`src/rtl/comparator_search.sv`:
```
// Binary-search initiator for a magnitude comparator: probes operand a once per cycle
// and reports the located target (or not-found) with a one-cycle done pulse.
module comparator_search #(
  parameter int WIDTH = 3
) (
  input  logic                          clk,
  input  logic                          rst_n,
  input  logic                          start,
  output logic [WIDTH-1:0]              guess,
  input  logic                          less,
  input  logic                          equal,
  input  logic                          greater,
  output logic                          busy,
  output logic                          done,
  output logic                          found,
  output logic [WIDTH-1:0]              result,
  output logic [$clog2(WIDTH+2)-1:0]    steps
);

  localparam int SW = $clog2(WIDTH+2);
  localparam logic [WIDTH:0] MAX_V = {1'b0, {WIDTH{1'b1}}};

  typedef enum logic [1:0] {IDLE, PROBE, DONE} state_t;

  state_t          state_q, state_d;
  logic [WIDTH:0]  lo_q, lo_d, hi_q, hi_d;
  logic [WIDTH-1:0] guess_q, guess_d, result_q, result_d;
  logic [SW-1:0]   steps_q, steps_d;
  logic            busy_q, busy_d, done_q, done_d, found_q, found_d;
  logic [WIDTH:0]  lo_up, hi_dn;
  logic            hit, miss;

  // Bounds never exceed 2^WIDTH-1, so the WIDTH+1-bit sum cannot overflow.
  function automatic logic [WIDTH-1:0] midpoint(input logic [WIDTH:0] l, input logic [WIDTH:0] h);
    logic [WIDTH:0] s;
    s = l + h;
    return s[WIDTH:1];
  endfunction

  always_comb begin
    state_d  = state_q;
    lo_d     = lo_q;
    hi_d     = hi_q;
    guess_d  = guess_q;
    result_d = result_q;
    steps_d  = steps_q;
    busy_d   = busy_q;
    found_d  = found_q;
    done_d   = 1'b0;
    hit      = 1'b0;
    miss     = 1'b0;
    lo_up    = {1'b0, guess_q} + 1'b1;
    hi_dn    = {1'b0, guess_q} - 1'b1;
    case (state_q)
      IDLE: begin
        if (start) begin
          lo_d    = '0;
          hi_d    = MAX_V;
          guess_d = midpoint('0, MAX_V);
          steps_d = '0;
          found_d = 1'b0;
          busy_d  = 1'b1;
          state_d = PROBE;
        end
      end
      PROBE: begin
        steps_d = steps_q + SW'(1);
        case ({less, equal, greater})
          3'b010: hit = 1'b1;
          3'b100: begin
            if ({1'b0, guess_q} == MAX_V || lo_up > hi_q) begin
              miss = 1'b1;
            end else begin
              lo_d    = lo_up;
              guess_d = midpoint(lo_up, hi_q);
            end
          end
          3'b001: begin
            if (guess_q == '0 || lo_q > hi_dn) begin
              miss = 1'b1;
            end else begin
              hi_d    = hi_dn;
              guess_d = midpoint(lo_q, hi_dn);
            end
          end
          default: miss = 1'b1;  // no verdict or conflicting verdicts
        endcase
        if (hit || miss) begin
          found_d  = hit;
          result_d = guess_q;
          busy_d   = 1'b0;
          done_d   = 1'b1;
          state_d  = DONE;
        end
      end
      DONE: state_d = IDLE;
      default: state_d = IDLE;
    endcase
  end

  always_ff @(posedge clk) begin
    if (!rst_n) begin
      state_q  <= IDLE;
      lo_q     <= '0;
      hi_q     <= '0;
      guess_q  <= '0;
      result_q <= '0;
      steps_q  <= '0;
      busy_q   <= 1'b0;
      done_q   <= 1'b0;
      found_q  <= 1'b0;
    end else begin
      state_q  <= state_d;
      lo_q     <= lo_d;
      hi_q     <= hi_d;
      guess_q  <= guess_d;
      result_q <= result_d;
      steps_q  <= steps_d;
      busy_q   <= busy_d;
      done_q   <= done_d;
      found_q  <= found_d;
    end
  end

  assign guess  = guess_q;
  assign result = result_q;
  assign steps  = steps_q;
  assign busy   = busy_q;
  assign done   = done_q;
  assign found  = found_q;

endmodule

```
`config.mk`:
```
export PLATFORM = sky130hd
export DESIGN_NAME = comparator_search
export DESIGN_NICKNAME = d
export VERILOG_FILES = /design/src/rtl/comparator_search.sv
export SDC_FILE = /design/constraint.sdc
export NUM_CORES = 1
export LEC_CHECK = 0
export CAP_MARGIN = 20
export CORE_ASPECT_RATIO = 1.1
export CORE_MARGIN = 2
export CORE_UTILIZATION = 54
export DETAILED_ROUTE_END_ITERATION = 8
export PLACE_DENSITY = 0.78
export RECOVER_POWER = 100
export REMOVE_ABC_BUFFERS = 1
export SYNTH_ARGS = -nofsm -noshare
export SYNTH_HDL_FRONTEND = slang
export SYNTH_SLANG_ARGS = --single-unit
```
`constraint.sdc`:
```
create_clock -name clk -period 3.5 [get_ports clk]
set_input_delay 0.7 -clock clk [delete_from_list [all_inputs] [get_ports clk]]
set_output_delay 0.7 -clock clk [all_outputs]
set_load 0.01 [all_outputs]
```
==> results.toml, run 1 <==
[run_status]
status = "completed"

[yosys]
synthXorXnorAreaFrac = 0.0378
yosysSeqAreaShare = 0.317
synthAdderAreaFrac = 0.182
yosysUniqueCellTypes = 43
yosys_warnings = 0
synth_seq_cells = 22
synth_top_area_share = 0.317
netlist_top_cells_area = "dfxtp_1 (32%), ha_1 (15%), mux2i_1 (5.8%)"
syn_avg_cell_area_um2 = 9.27
synth_top_flop_cell = "dfxtp_1"
synth-compound-area-share = 0.167
synth_edf_count = 0
muxShareOfSynthArea = 0.0657
synth.largest_area_cell = "dfxtp_1"
synthArstFlopShare = 0
synthCells = 150
synth-simple-area-share = 0.195
syn_area_um2 = 1390
synth_top_family_by_area = "simple AND/OR/NAND/NOR gates"

[setup_path]
critPathMaxFanout = 7
cp_data_arrival_time_ns = 3.28
worstPathRequired_ns = 3.74
crit_type = "reg2reg"
cp-start-kind = "flop"
end_kind = "flop"

[cts]
post_cts_buffers = 0
cts_max_level = 1
clock_path_buffers = 2
ctsRootBufferMaster = "clkbuf_4"
clk_latency_ns = 0.31
cts_hold_buf = 0
cts-buffers-inserted = 3
cts_sinks = 22
clkTransAtPathRegs_ns = 0.12
cts_tree = "built"
cts-resized-gates = 0

[layout]
final_cells = 200
multi_input_area_um2 = 888
syn_to_final_growth_pct = 16.2
final-seq-area_um2 = 440
diodes = 0
nNetsFinal = 195
fin_util = 0.653
final_area_um2 = 1620
fill_cells = 222
drive_above_1_share = 0.0828

[place]
numPortBuffers = 17
place_hpwl_mm = 2.38
dp_cells = 196
placed_area_um2 = 1590
pre_cts_ws_ns = 0.639
routabilityCongestion = 0.937

[routing]
first_pass_iters = 4
drc = 0
drt_iter0_drc = 14
ant_nets = 0
wirelength_mm = 2.98
via_per_inst = 5.53
dr_total_vias = 1105
avgRoutedWirePerCell_um = 14.9

[power]
ir_drop_mv = 0.346
p_leak_nw = 0.745
finalPower_mw = 0.723
p_per_area_nw_per_um2 = 447

[timing]
min_period_over_period = 0.867
rsz0062_at_grt = "false"
whs_ns = 0.465
setup_viol = 0
skew_ns = 0.00256
worst_slack_ns = 0.464
fmax_ghz = 0.329
worst_slew_pin_slew_ns = 0.709
hold_viol = 0
fin_tns_setup_ns = 0
period_needed_ns = 3.04
relSlewSlack = 0.526
drv_slew = 0

[global_route]
busiest_layer = "met2"
grt_util_met3 = 0.0393
gr-total-overflow = 0
grt_pass1_vias = 1139
grt_util_met1 = 0.275
grt_pass1_wl_mm = 4.95
grt_max_degree = 23
use_met2 = 0.370
gr-usage-all-layers = 0.222
antenna_found_initial = 0

[floorplanning]
io_pins = 18
rows = 19
dieArea_um2 = 3000
die_x_um = 52.4
die_height_um = 57.2
core_um2 = 2470
initial_utilization = 0.562

[hold_path]
holdCritPathClass = "reg2reg"

[run]
cap_violations = 0
-- worst paths after layout --
| kind | startpoint | to | slack, ns | cells past startpoint |
|---|---|---|---|---|
| max | guess[0]$_SDFFE_PN0P_ | hi_q[3]$_SDFFE_PN0P_ | 0.46 | 10 |
| min | result[0]$_SDFFE_PN0P_ | result[0]$_SDFFE_PN0P_ | 0.47 | 2 |
| max reg2reg | guess[0]$_SDFFE_PN0P_ | hi_q[3]$_SDFFE_PN0P_ | 0.46 | 10 |
| min reg2reg | result[0]$_SDFFE_PN0P_ | result[0]$_SDFFE_PN0P_ | 0.47 | 2 |
-- critical path: stages (launching register included) --
cell and delay [ns]:
dfxtp_1 0.49, inv_1 0.20, ha_1 0.47, inv_1 0.13
ha_1 0.33, nor3b_1 0.29, nor2_2 0.08, a31oi_4 0.21
nand3_1 0.21, or3_1 0.41, a21boi_0 0.15
-- final cells by class --
cell class / count / area share
multi-input cells: 115 / 0.550
flip-flops and latches: 22 / 0.273
repair buffers: 17 / 0.105
inverters: 11 / 0.0256
well taps: 31 / 0.0240
clock buffers: 4 / 0.0225
-- cells in the final DEF, fill, tap and decap left out, types with 2 or more instances in the layout --
master / Yosys / final
nor2_1: 9 / 9
o21ai_0: 6 / 8
xnor2_1: 4 / 4
clkbuf_4: 0 / 3
xor2_1: 2 / 2
inv_1: 11 / 11
clkdlybuf4s50_1: 0 / 4
a22oi_1: 2 / 2
nor2b_1: 5 / 5
nand2b_1: 2 / 2
fa_1: 2 / 2
dfxtp_1: 22 / 22
a22o_1: 4 / 4
nand2_1: 18 / 18
ha_1: 17 / 17
a21oi_1: 6 / 6
nand3_1: 3 / 4
dlygate4sd3_1: 0 / 13
mux2i_1: 8 / 8
-- sequential cells by signal (all words and copies together), names as in the netlist --
| name | count |
|---|---|
| guess | 3 |
| steps | 3 |
| lo_q | 4 |
| done | 1 |
| found | 1 |
| busy | 1 |
| state_q | 2 |
| result | 3 |
| hi_q | 4 |
-- cell usage after synthesis, drive strengths merged (2+ instances only) --
cell	n
clkbuf	2
a22o	4
inv	11
ha	17
nor2	10
nor3b	2
xor2	2
nand2b	2
and3	2
a21oi	6
nand2	18
dfxtp	22
a22oi	2
nand3	4
fa	2
nor2b	5
o21ai	9
xnor2	4
mux2i	8
or3	2
a21boi	2
-- per-layer routing --
layer  wire length [um]  part of all wire
met1               1380              0.46
met2               1470              0.49
met3                 62             0.021
met4                 68             0.023
met5                  0                 0
-- where the power goes --
part           total [mW]  internal, mW  switching, mW
combinational       0.289         0.129          0.160
clock               0.142        0.0635         0.0786
sequential          0.292         0.270         0.0215
total               0.723         0.463          0.260
-- kinds of logic (layout without fill, tap and decap cells) --
family,count (synthesis),count (layout)
xor gates and xnor gates,6,6
muxes,9,9
buffers and inverters,13,32
AOI/OAI and AO/OA,31,31
and+or+nand+nor,50,50
DFF,22,22
adders and majority gates,19,19
No activity file was read; power rests on OpenSTA's default activity.
==> run 2, diff against run 1 <==
- PLACE_DENSITY: 0.78 -> unset
- PLACE_DENSITY_LB_ADDON: unset -> 0.2
==> run 2 against run 1 <==
Compared with the run above: sequential cell count stayed put; combinational power is 2% higher; clock power hardly changed; first-iteration DRC count increased to 2.6 times the previous value; cell count is the same; hold slack improved by 0.0042 ns; via count rose by 2.6%; critical path type unchanged; critical endpoint unchanged; highest routed layer unchanged.
==> results.toml, run 2 (synthesis gave the netlist of run 1 again) <==
[run_status]
status = "completed"

[setup_path]
cp-start-kind = "flop"
worstPathRequired_ns = 3.73
crit_type = "reg2reg"
critPathMaxFanout = 7
end_kind = "flop"
cp_data_arrival_time_ns = 3.22

[layout]
mostFrequentLayoutCell = "dfxtp_1"
fin_util = 0.652
final_cell_mix = "dfxtp_1 (22), nand2_1 (18), ha_1 (17)"
diodes = 0
nNetsFinal = 195
final_area_um2 = 1610
syn_to_final_growth_pct = 16.0
final_cells = 200
top_regs = "hi_q: 4 flops, lo_q: 4 flops"
drive_above_1_share = 0.0828

[timing]
rsz0062_at_grt = "false"
fmax_ghz = 0.334
hold_viol = 0
worst_slack_ns = 0.510
worst_slew_pin_slew_ns = 0.721
whs_ns = 0.470
relSlewSlack = 0.518
skew_ns = 0.0193
drv_slew = 0
setup_viol = 0
period_needed_ns = 2.99
fin_tns_setup_ns = 0
min_period_over_period = 0.854

[hold_path]
holdCritPathClass = "reg2reg"

[cts]
ctsRootBufferMaster = "clkbuf_4"
clkTransAtPathRegs_ns = 0.14
cts_max_level = 1
cts_sinks = 22
cts_hold_buf = 0
post_cts_buffers = 0
cts-resized-gates = 0
clock_path_buffers = 2
cts-buffers-inserted = 3
clk_latency_ns = 0.32
cts_tree = "built"

[place]
routabilityCongestion = 0.931
numPortBuffers = 17
place_hpwl_mm = 2.38
placed_area_um2 = 1590
dp_cells = 196
pre_cts_ws_ns = 0.655

[routing]
ant_nets = 0
drt_iter0_drc = 36
wl_met3_um = 112
drc = 0
via_per_inst = 5.67
met1_length_mm = 1.40
avgRoutedWirePerCell_um = 15.7
wirelength_mm = 3.14
dr_total_vias = 1134
wl_met2_mm = 1.51
first_pass_iters = 4
top_layer_used = "met4"

[floorplanning]
core_um2 = 2470
rows = 19
dieArea_um2 = 3000
io_pins = 18
die_x_um = 52.4
initial_utilization = 0.562
die_height_um = 57.2

[global_route]
antenna_found_initial = 0
grt_max_degree = 23
grt_pass1_vias = 1135
gr-total-overflow = 0
grt_pass1_wl_mm = 5.16
gr-usage-all-layers = 0.231

[power]
finalPower_mw = 0.733
ir_drop_mv = 0.333
p_leak_nw = 0.745
p_per_area_nw_per_um2 = 454

[run]
cap_violations = 0
run 2: path summary, 6_finish.rpt:
path                     startpoint                      to  slack [ns]  cells past startpoint
min reg2reg  result[2]$_SDFFE_PN0P_  result[2]$_SDFFE_PN0P_        0.47                      2
max reg2reg   guess[0]$_SDFFE_PN0P_    hi_q[3]$_SDFFE_PN0P_        0.51                     10
min          result[2]$_SDFFE_PN0P_  result[2]$_SDFFE_PN0P_        0.47                      2
max           guess[0]$_SDFFE_PN0P_    hi_q[3]$_SDFFE_PN0P_        0.51                     10
run 2: final cells by class:
type | count | area (um2)
Sequential cell | 22 | 440
Fill cell | 221 | 860
Clock buffer | 4 | 36.3
Tap cell | 31 | 38.8
Inverter | 11 | 41.3
Multi-Input combinational cell | 115 | 886
Timing Repair Buffer | 17 | 170
run 2: report_power, final:
part / internal [mW] / switching (mW)
registers: 0.270 / 0.0216
logic: 0.130 / 0.166
clock network: 0.0635 / 0.0816
total: 0.464 / 0.269
run 2: metal layers:
metal	track usage	up-vias
li1	-	560
met1	0.296	535
met2	0.366	27
met3	0.0445	12
met4	0.121	0
met5	0	-
run 2: worst max-delay path, cell delays in order (launching register included):
cell and delay, ns:
dfxtp_1 0.47, inv_1 0.19, ha_1 0.46, inv_1 0.13
ha_1 0.34, nor3b_1 0.26, nor2_2 0.06, a31oi_1 0.36
nand3_4 0.13, or3_1 0.35, a21boi_0 0.14
==> run 3, diff against run 2 <==
- CORE_MARGIN: 2 -> unset
- GPL_TIMING_DRIVEN: unset -> 0
- PLACE_DENSITY: unset -> 0.8
- PLACE_DENSITY_LB_ADDON: 0.2 -> unset
==> run 3 against run 2 <==
Compared with the run above: final area shrank 0.93%; clock skew shrank 0.0094 ns; cell count shrank 1.0%; largest power group is now registers; critical path type unchanged; clock power shrank 20%; sequential cell count is the same.
==> results.toml, run 3 (synthesis gave the netlist of run 1 again) <==
[setup_path]
critical-path-top-delay-family = "adder cells"
worstPathCellList = "inv_1 > ha_1 > inv_1 > ha_1 > nor3b_1 > nor2_2 > a31oi_1 > a21boi_2 > o21ai_2 > mux2i_1"
rr_worst_depth = 10
cp_data_arrival_time_ns = 3.36
cp-start-kind = "flop"
end_kind = "flop"
crit_type = "reg2reg"
reg2reg_from = "guess[0]$_SDFFE_PN0P_"
reg2reg_slack_ns = 0.38
worstPathRequired_ns = 3.74
cp_slowest_stage_delay_ns = 0.52
crit_path_start = "guess[0]$_SDFFE_PN0P_"
reg2reg_to = "guess[2]$_SDFFE_PN0P_"
critPathMaxFanout = 7
cp_slowest_cell = "dfxtp_1"
cp.buffers_inverters = 2

[cts]
ctsRootBufferMaster = "clkbuf_4"
cts-buffers-inserted = 3
cts_hold_buf = 0
clkTransAtPathRegs_ns = 0.13
post_cts_buffers = 0
cts_sinks = 22
cts_tree = "built"
cts_max_level = 1
clk_latency_ns = 0.30
cts-resized-gates = 0
clock_path_buffers = 2

[timing]
relSlewSlack = 0.542
fmax_ghz = 0.320
period_needed_ns = 3.12
whs_ns = 0.470
hold_viol = 0
worst_slew_pin_slew_ns = 0.684
rsz0062_at_grt = "false"
skew_ns = 0.00990
drv_slew = 0
min_period_over_period = 0.892
setup_viol = 0
fin_tns_setup_ns = 0

[layout]
final_cell_mix = "dfxtp_1 (22), nand2_1 (18), ha_1 (17)"
top_regs = "hi_q: 4 flops, lo_q: 4 flops"
drive_above_1_share = 0.0774
nNetsFinal = 195
mostFrequentLayoutCell = "dfxtp_1"
diodes = 0
syn_to_final_growth_pct = 14.9

[routing]
drc = 0
drt_iter0_drc = 14
first_pass_iters = 4
wirelength_mm = 2.90
dr_total_vias = 1116
ant_nets = 0
via_per_inst = 5.64
avgRoutedWirePerCell_um = 14.7

[floorplanning]
die_x_um = 50.4
initial_utilization = 0.593
io_pins = 18
core_um2 = 2340
rows = 18
dieArea_um2 = 2780
die_height_um = 55.2

[global_route]
grt_pass1_wl_mm = 4.89
use_met2 = 0.387
grt_util_met1 = 0.286
gr-usage-all-layers = 0.229
antenna_found_initial = 0
gr-total-overflow = 0
grt_max_degree = 23
grt_pass1_vias = 1110
grt_util_met3 = 0.0275
busiest_layer = "met2"

[run]
cap_violations = 0

[power]
finalPower_mw = 0.692
clockPowerShare = 0.168
combPwrFrac = 0.406
switching_power_mw = 0.253
seqPwrFrac = 0.425
p_per_area_nw_per_um2 = 433
ir_drop_mv = 0.347
p_int_mw = 0.439
p_leak_nw = 0.738
sw_frac_of_total = 0.366

[place]
place_hpwl_mm = 2.30
numPortBuffers = 17
routabilityCongestion = 0.941

[hold_path]
holdCritPathClass = "reg2reg"
min_from = "result[2]$_SDFFE_PN0P_"
hold_path_depth = 2
hold_end = "result[2]$_SDFFE_PN0P_"

[run_status]
status = "completed"
## run 3: changes by cell type in the layout (fill, tap and decap cells not counted), sizes merged
cell	delta
clkbuf	-1
## run 3: final cells by class
class	instances	area (um2)
Sequential cell	22	440
Timing Repair Buffer	17	170
Clock buffer	3	22.5
Inverter	11	41.3
Multi-Input combinational cell	115	886
Fill cell	189	744
Tap cell	30	37.5
## run 3: per-stage QoR
step	cells	worst slack, ns	area (um2)	utilization
6_report	198	0.377	1600	0.682
3_3_place_gp	195	0.610	1590	0.679
3_5_place_dp	195	0.572	1590	0.679
5_1_grt	198	0.182	1600	0.682
2_1_floorplan	148	0.950	1380	-
4_1_cts	198	0.533	1610	0.689
## run 3: worst max-delay path by stage
stage	endpoint	depth (start not counted)
6_report	guess[2]$_SDFFE_PN0P_	10
5_1_grt	guess[1]$_SDFFE_PN0P_	10
4_1_cts	guess[2]$_SDFFE_PN0P_	10
3_5_place_dp	busy$_SDFFE_PN0P_	9
3_3_place_gp	busy$_SDFFE_PN0P_	9
2_1_floorplan	hi_q[3]$_SDFFE_PN0P_	10
## run 3: worst min-delay path, delay by kind of cell (launching register included)
family           cells  cell delay (ns)
AND/OR/NAND/NOR      1             0.05
multiplexers         1             0.06
flip-flops           1             0.33
## run 3: layer usage
metal	share of wire	vias to the layer above
li1	-	561
met1	0.46	523
met2	0.49	24
met3	0.025	8
met4	0.025	0
met5	0	-
## run 3: power by group through the flow
stage	Combinational (mW)	Clock, mW	Sequential, mW
2_1_floorplan	0.204	0	0.298
3_3_place_gp	0.283	0	0.297
3_5_place_dp	0.292	0	0.300
4_1_cts	0.294	0.118	0.294
5_1_grt	0.313	0.132	0.298
6_report	0.281	0.116	0.294
